[config.mk]
export PLATFORM = sky130hd
export DESIGN_NAME = bank_reg_file
export DESIGN_NICKNAME = d
export VERILOG_FILES = /design/src/rtl/bank_reg_file_pkg.sv /design/src/rtl/bank_readback_fmt.sv /design/src/rtl/bank_reg_file.sv
export SDC_FILE = /design/constraint.sdc
export NUM_CORES = 1
export LEC_CHECK = 0
export CORE_UTILIZATION = 42
export CTS_CLUSTER_DIAMETER = 30
export CTS_CLUSTER_SIZE = 40
export DETAILED_ROUTE_END_ITERATION = 7
export PLACE_DENSITY = 0.81
export SETUP_SLACK_MARGIN = 0.3
export SKIP_LAST_GASP = 1
export SLEW_MARGIN = 20
export SYNTH_ARGS = -nofsm -noshare
export SYNTH_HDL_FRONTEND = slang
export SYNTH_HIERARCHICAL = 1
export SYNTH_SLANG_ARGS = --single-unit
[constraint.sdc]
create_clock -name clk -period 2.57 [get_ports clk]
set_clock_uncertainty 0.05 [all_clocks]
set_input_delay 0.3855 -clock clk [delete_from_list [all_inputs] [get_ports clk]]
set_output_delay 0.3855 -clock clk [all_outputs]
set_load 0.05 [all_outputs]
[src/rtl/bank_reg_file_pkg.sv]
// rtl/bank_reg_file_pkg.sv - shared addresses, field positions and bank types for the bank register file
package bank_reg_file_pkg;

    // Memory-mapped register addresses (pre-translation) and the superbank channel.
    localparam logic [11:0] EB_ADDR    = 12'o0003;
    localparam logic [11:0] FB_ADDR    = 12'o0004;
    localparam logic [11:0] BB_ADDR    = 12'o0006;
    localparam logic [8:0]  SUPER_CHAN = 9'o007;
    localparam int          SUPER_BIT  = 6;

    // Field widths and their bit positions in the register formats.
    localparam int EB_W      = 3;
    localparam int FB_W      = 5;
    localparam int EB_LSB    = 8;    // EB register: eBank in [10:8]
    localparam int FB_LSB    = 10;   // FB/BB register: fBank in [14:10]
    localparam int BB_EB_LSB = 0;    // BB register: eBank in [2:0]

    // Everything the interrupt shadow slot has to hold.
    typedef struct packed {
        logic [FB_W-1:0] f_bank;
        logic [EB_W-1:0] e_bank;
        logic            super_bank;
    } banks_t;

endpackage

[src/rtl/bank_readback_fmt.sv]
// rtl/bank_readback_fmt.sv - combinational read address decode and register-format read-back word
//
// Ports:
//   addr   in   12  memory read address
//   e_bank in   3   current erasable bank
//   f_bank in   5   current fixed bank
//   hit    out  1   addr is EB, FB or BB
//   word   out  16  register-format value for addr (0 on a miss)
module bank_readback_fmt
    import bank_reg_file_pkg::*;
(
    input  logic [11:0]     addr,
    input  logic [EB_W-1:0] e_bank,
    input  logic [FB_W-1:0] f_bank,
    output logic            hit,
    output logic [15:0]     word
);

    always_comb begin
        hit  = 1'b0;
        word = 16'h0000;
        case (addr)
            EB_ADDR: begin
                hit  = 1'b1;
                word = {5'b0, e_bank, 8'b0};
            end
            FB_ADDR: begin
                hit  = 1'b1;
                word = {1'b0, f_bank, 10'b0};
            end
            BB_ADDR: begin
                hit  = 1'b1;
                word = {1'b0, f_bank, 7'b0, e_bank};
            end
            default: ;
        endcase
    end

endmodule

[src/rtl/bank_reg_file.sv]
// rtl/bank_reg_file.sv - EB/FB/BB bank registers, superbank bit, read-back and interrupt save/restore
//
// Ports:
//   clk, reset                       clock and synchronous active-high reset
//   wrEn, wrAddress, wrData          memory write strobe/address/data
//   rdEn, rdAddress, rdData, rdValid memory read strobe/address, registered read-back
//   chanWrEn, chanAddr, chanData     I/O channel write (channel 7 carries superbank)
//   saveEn, restoreEn                interrupt entry/exit shadow copy
//   eBank, fBank, superBank          current banks
//   bankChange                       pulse the cycle after any bank output changed
module bank_reg_file
    import bank_reg_file_pkg::*;
(
    input  logic            clk,
    input  logic            reset,
    input  logic            wrEn,
    input  logic [11:0]     wrAddress,
    input  logic [15:0]     wrData,
    input  logic            rdEn,
    input  logic [11:0]     rdAddress,
    output logic [15:0]     rdData,
    output logic            rdValid,
    input  logic            chanWrEn,
    input  logic [8:0]      chanAddr,
    input  logic [15:0]     chanData,
    input  logic            saveEn,
    input  logic            restoreEn,
    output logic [EB_W-1:0] eBank,
    output logic [FB_W-1:0] fBank,
    output logic            superBank,
    output logic            bankChange
);

    banks_t cur;
    banks_t nxt;
    banks_t shadow;
    banks_t prev;

    logic        rd_hit;
    logic [15:0] rd_word;

    logic wr_eb;
    logic wr_fb;
    logic wr_bb;
    logic wr_super;

    logic unused_bits;
    assign unused_bits = ^{wrData[15], wrData[7:3], chanData[15:7], chanData[5:0]};

    assign wr_eb    = wrEn && (wrAddress == EB_ADDR);
    assign wr_fb    = wrEn && (wrAddress == FB_ADDR);
    assign wr_bb    = wrEn && (wrAddress == BB_ADDR);
    assign wr_super = chanWrEn && (chanAddr == SUPER_CHAN);

    // Per-field priority: a write touching the field wins, otherwise a restore
    // reloads it from the shadow, otherwise it holds. Restore reads the shadow
    // before any same-cycle save overwrites it.
    always_comb begin
        nxt = cur;
        if (wr_eb) begin
            nxt.e_bank = wrData[EB_LSB +: EB_W];
        end else if (wr_bb) begin
            nxt.e_bank = wrData[BB_EB_LSB +: EB_W];
        end else if (restoreEn) begin
            nxt.e_bank = shadow.e_bank;
        end

        if (wr_fb || wr_bb) begin
            nxt.f_bank = wrData[FB_LSB +: FB_W];
        end else if (restoreEn) begin
            nxt.f_bank = shadow.f_bank;
        end

        if (wr_super) begin
            nxt.super_bank = chanData[SUPER_BIT];
        end else if (restoreEn) begin
            nxt.super_bank = shadow.super_bank;
        end
    end

    // Read-back is formatted from the pre-write registers, so a read and a
    // write to the same register in one cycle return the old value.
    bank_readback_fmt u_fmt (
        .addr   (rdAddress),
        .e_bank (cur.e_bank),
        .f_bank (cur.f_bank),
        .hit    (rd_hit),
        .word   (rd_word)
    );

    always_ff @(posedge clk) begin
        if (reset) begin
            cur        <= '0;
            shadow     <= '0;
            prev       <= '0;
            rdData     <= 16'h0000;
            rdValid    <= 1'b0;
            bankChange <= 1'b0;
        end else begin
            cur <= nxt;
            if (saveEn) begin
                shadow <= cur;
            end
            // prev trails cur by one cycle, so the pulse lands the cycle after
            // the outputs took their new value. Reset clears both together,
            // which is why reset itself never produces a pulse.
            prev       <= cur;
            bankChange <= (cur != prev);
            rdValid    <= rdEn && rd_hit;
            if (rdEn && rd_hit) begin
                rdData <= rd_word;
            end
        end
    end

    assign eBank     = cur.e_bank;
    assign fBank     = cur.f_bank;
    assign superBank = cur.super_bank;

endmodule

; Word-level counts from Yosys, hierarchy flattened
; Index checks and enable logic that the tools add are counted.
[word_totals]
elab_cells = 39
out_inout_bits = 27
ff_bits = 45
inputBits = 72
[classes]
n_reduce_logical = 10
n_eq_ne = 8
n_mux = 9
[op_table]
columns = operator, n
row1 = "equality test 12 x 3 -> 1 bit, second input constant", 4
row2 = case mux 15 bit (3 select lines), 1
row3 = "equality test 12 x 2 -> 1 bit, second input constant", 2
row4 = 2-to-1 mux 5 bit, 2
row5 = "equality test 9 x 3 -> 1 bit, second input constant", 1
row6 = 2-to-1 mux 3 bit, 3
row7 = inequality test 9 bit, 1
row8 = logical AND 1 bit, 5
row9 = nonzero test 2 bit, 2
row10 = 2-to-1 mux 1 bit, 3
row11 = nonzero test 3 bit, 1
row12 = OR reduction 3 bit, 1
row13 = logical OR 1 bit, 1

; Longest topological paths before layout
[logic_depth]
ltp_word = 4
depth_mapped = 8
mapped_depth_nobuf = 5

; Modules after synthesis
; Netlist, hierarchy kept.
[modules_own_cells]
columns = module, cells_per_inst, seq_area_each_um2, area_per_inst_um2, instances
row1 = bank_reg_file, 192, 900.9, 1798.0, 1
row2 = bank_readback_fmt, 39, 0.0, 357.8, 1

; Worst setup path before layout
; Ideal clock, no wire load.
[synth_timing]
path_kind = input to register
from = input port rdAddress[8]
to = register rdData[10]
path_stages = 8
path_buffers = 3
setup_ns = 0.070
slack_ns = 0.375
t_required_ns = 2.450
arrival_ns = 2.074
path_cell_list = or4_4 > buf_6 > a2111oi_4 > and2_1 > clkbuf_1 > buf_2 > nand2_1 > a21oi_1
[synth_via]
elab_chain_cells = 4
elab_cells_between_ends = 7
cone_classes = eq/ne (3) / mux (2) / reduce/logical (2)
[synth_lines]
columns = item, line
row1 = start: declaration, bank_reg_file.sv:20  ; input logic [11:0] rdAddress,
row2 = equality test 12 x 2 -> 1 bit / equality test 12 x 3 -> 1 bit (equally long branches), bank_readback_fmt.sv:22  ; case (addr)
row3 = OR reduction 3 bit (no line) (*), --
row4 = 2-to-1 mux 1 bit (*), bank_readback_fmt.sv:22
row5 = via rd_hit, bank_reg_file.sv:39  ; logic rd_hit;
row6 = logical AND 1 bit (*), bank_reg_file.sv:110  ; if (rdEn && rd_hit) begin
row7 = end signal: assignment, bank_reg_file.sv:111  ; rdData <= rd_word;
row8 = end: declaration, bank_reg_file.sv:21  ; output logic [15:0] rdData,
; The timed path passes the listed nets; every way through them passes the cells marked *.
; A chain may end at the register's enable or synchronous reset.

; Worst setup path after layout
; Ends and elaborated chain as after synthesis.

==> impl_summary.md <==
Outcome
The flow ran to the end, and the final reports show no timing, DRC or antenna violations.

Floorplan
The die span in x is 73.65 µm. The initial utilization of the core area, before any placement, comes to 44.75%. The die covers 0.005424 mm². The die is 73.65 µm tall. In this run the core area contains 25 standard-cell rows. The standard cell core area is 0.004817 mm².

During I/O placement, the number of pins put on the boundary was 99.

Power and ir drop
The sequential group share of total power is 49.8%. The internal power summed over all cells is 1103 µW. Across the VDD grid, the largest voltage drop is 0.2208 mV. The share of total power consumed by net switching is 21.08%. Summed over all cells, the static leakage comes to 0.001097 µW. The power density relative to cell area is 447.9 mW/mm². The switching power is 294.6 µW. The fraction of power consumed by the clock network is 39.6%. The combinational share of power is 10.6%.

Detailed routing
The final antenna-violating net count is 0. The total wirelength of the detailed-routed design is 4739 µm. The number of iterations in the first detailed-routing pass is 4. The total vias in the final route is 1868.

In the routed layout, each cell is associated on average with a via count of 4.942. The mean routed wirelength per cell is 12.54 µm. The detailed router's first-iteration violation count is 83. The DRC violation count after routing is 0.

Final layout
The top cell types in the final layout, fill and taps aside, are clkdlybuf4s50_1, dfxtp_1, nand2_1. The net count of the finished layout is 382. Cells fill 64.78% of the core in the end. The count of antenna diodes in the layout is 0. From synthesis to final layout, the design area changed by 44.75%. The number of filler instances in the final layout is 428.

Leaving out fill and tap cells, the most frequent cell in the layout is clkdlybuf4s50_1. The fraction of layout cells with a size suffix above 1 is 12.86%.

Synthesis
The per-instance average area after synthesis is 9.333 µm². The most used flip-flop cell after synthesis is dfxtp_1. Sequential elements use 41.79% of the synthesized area. After synthesis, the share of flip-flops with an asynchronous set or reset is 0%. The register bit total from synthesis is 45.

The count of mapped cells out of synthesis is 231. The number of distinct library cells after synthesis is 39. During synthesis, Yosys emitted a total of 6 warnings. The number of synthesized flops with an enable pin is 0. The post-synthesis cell area is 0.002156 mm².

Placed design
The routability-driven placement congestion ratio is 0.6754. The detailed placement HPWL is 3607 µm. The count of buffers added on input and output ports is 77.

STA
The number of max-slew violations in the final report is 0. The actual transition at the worst max-transition pin is 0.5349 ns. The post-route setup TNS is 0 ns. The smallest clock period supported by the final layout is computed as 2.094 ns. Measured against its own limit, the worst slew margin works out to 64.23%. The count of endpoints failing hold in the final timing report was 0.

The highest clock frequency the design can meet is 477.5 MHz. Setup repair after global routing left no endpoint under its margin. The count of endpoints failing setup in the final report is 0. The final clock period utilization by the worst path is 81.49%.

Job
Max-cap violations in this run came to 0.

Worst setup path
The startpoint type of the worst setup path is an input pin. The endpoint class of the critical path is a flip-flop. The required time at the endpoint of the critical path is 2.69 ns. The top fanout value on the critical path is 13. The kind of critical path is input pin to flip-flop. Data on the critical path arrives at its endpoint at 2.21 ns.

Clocking
TritonCTS built the clock tree. The H-tree was split into 2 levels. The TritonCTS buffer count is 5. Clock-pin slew was measured on the worst setup and hold paths at 0.08 ns. Clock tree synthesis found a total of 45 sinks. No sink is reached through more buffers than the 2 on the longest clock path.

The tree is rooted in a clkbuf_8. Clock latency on the worst-skew pair, taken at its later pin, is 0.30 ns.

Global route
The total congestion overflow is 0. The first global-routing pass estimated 7693 µm of wire. The pin count of the biggest net entering global routing is 46.

The number of antenna violations at the first check in global routing is 0. Global routing consumed, over all layers together, 18.37% of the routing resources. The via count of the first global-routing pass is 1756.

Worst hold path
The class of the most critical hold timing path is flip-flop to flip-flop.
[state kept, by name, summed over array words and instances, names as in the netlist]
name / flops
rdData: 16
prev: 9
shadow: 9
fBank: 5
eBank: 3
bankChange: 1
rdValid: 1
superBank: 1
[cells by family (layout without fill, tap and decap cells)]
kind of cell    after synthesis  in the layout  synth area share (%)
flops                        45             45                 41.79
buf+inv                      21             96                 5.223
simple gates                104            104                 30.18
xor+xnor                     10             10                 4.062
compound gates               34             34                 11.09
mux                          16             16                 7.487
other cells                   1              6                0.1739
[cell type report]
| class | count | area [µm²] | share of cell area (%) |
|---|---|---|---|
| Multi-Input combinational cell | 170 | 1162 | 37.25 |
| Tap cell | 67 | 83.83 | 2.686 |
| Timing Repair Buffer | 88 | 853.3 | 27.35 |
| Clock inverter | 2 | 37.54 | 1.203 |
| Sequential cell | 45 | 900.9 | 28.87 |
| Clock buffer | 6 | 82.58 | 2.646 |
[critical path: stages]
cell and delay [ns]:
clkdlybuf4s50_1 0.41, or4_4 0.57, a2111oi_4 0.31, nand2_1 0.18, buf_4 0.22, nand2_1 0.08
a21oi_1 0.06
[power groups by stage]
| stage | combinational (µW) | clock [µW] | sequential (µW) |
|---|---|---|---|
| after global placement | 145 | 0 | 713 |
| after floorplan | 58.4 | 0 | 714 |
| final | 148 | 553 | 697 |
| after detailed placement | 148 | 0 | 713 |
| after CTS | 148 | 564 | 697 |
| after global routing | 158 | 587 | 697 |
[metal layers]
| layer | GRT usage, % | wire, µm | up-vias |
|---|---|---|---|
| met3 | 4.252 | 234 | 8 |
| li1 | - | - | 956 |
| met1 | 21.96 | 2095 | 851 |
| met5 | 0 | 0 | - |
| met2 | 32.52 | 2335 | 53 |
| met4 | 5.556 | 74 | 0 |
[cells in the mapped netlist, drive strengths merged, types with 2 or more instances]
cell type	number	area, µm²
a22o	3	26.28
xor2	4	35.03
nor4	13	167.7
xnor2	6	52.55
nand2	39	146.4
a2111oi	2	42.54
nand3b	6	45.04
o22ai	3	18.77
buf	10	71.31
nor2b	9	56.30
nor2	16	60.06
a21oi	19	98.85
nand2b	3	18.77
nand4b	7	61.31
dfxtp	45	900.9
nand4	2	18.77
clkbuf	11	41.29
a211oi	5	37.54
mux2i	15	150.1
[path summary, 6_finish.rpt]
path,startpoint,depth (start not counted),slack (ns),to
hold / removal,rdData[4],2,0.40,rdData[4]
setup / recovery,rdAddress[8],7,0.48,rdData[10]
setup reg to reg,eBank[2],4,1.22,rdData[10]
hold reg to reg,rdData[4],2,0.40,rdData[4]
[through the flow]
step	instance area (µm²)	total power, µW	cells	hold WS, ns	setup slack, ns
after CTS	3119	1409	378	0.4083	0.3910
final	3120	1398	378	0.4042	0.4758
after global placement	2999	858.4	370	0.3911	0.1522
after global routing	3120	1442	378	0.4208	0.3618
after detailed placement	2999	860.9	370	0.3968	0.08509
after floorplan	2175	772.0	236	0.4044	0.3751
[timing repair]
action,CTS,global route
buffers inserted,0,0
hold buffers,0,0
setup endpoints to repair,0,8
resized for setup,0,1
Power figures use the tool's default switching activity.
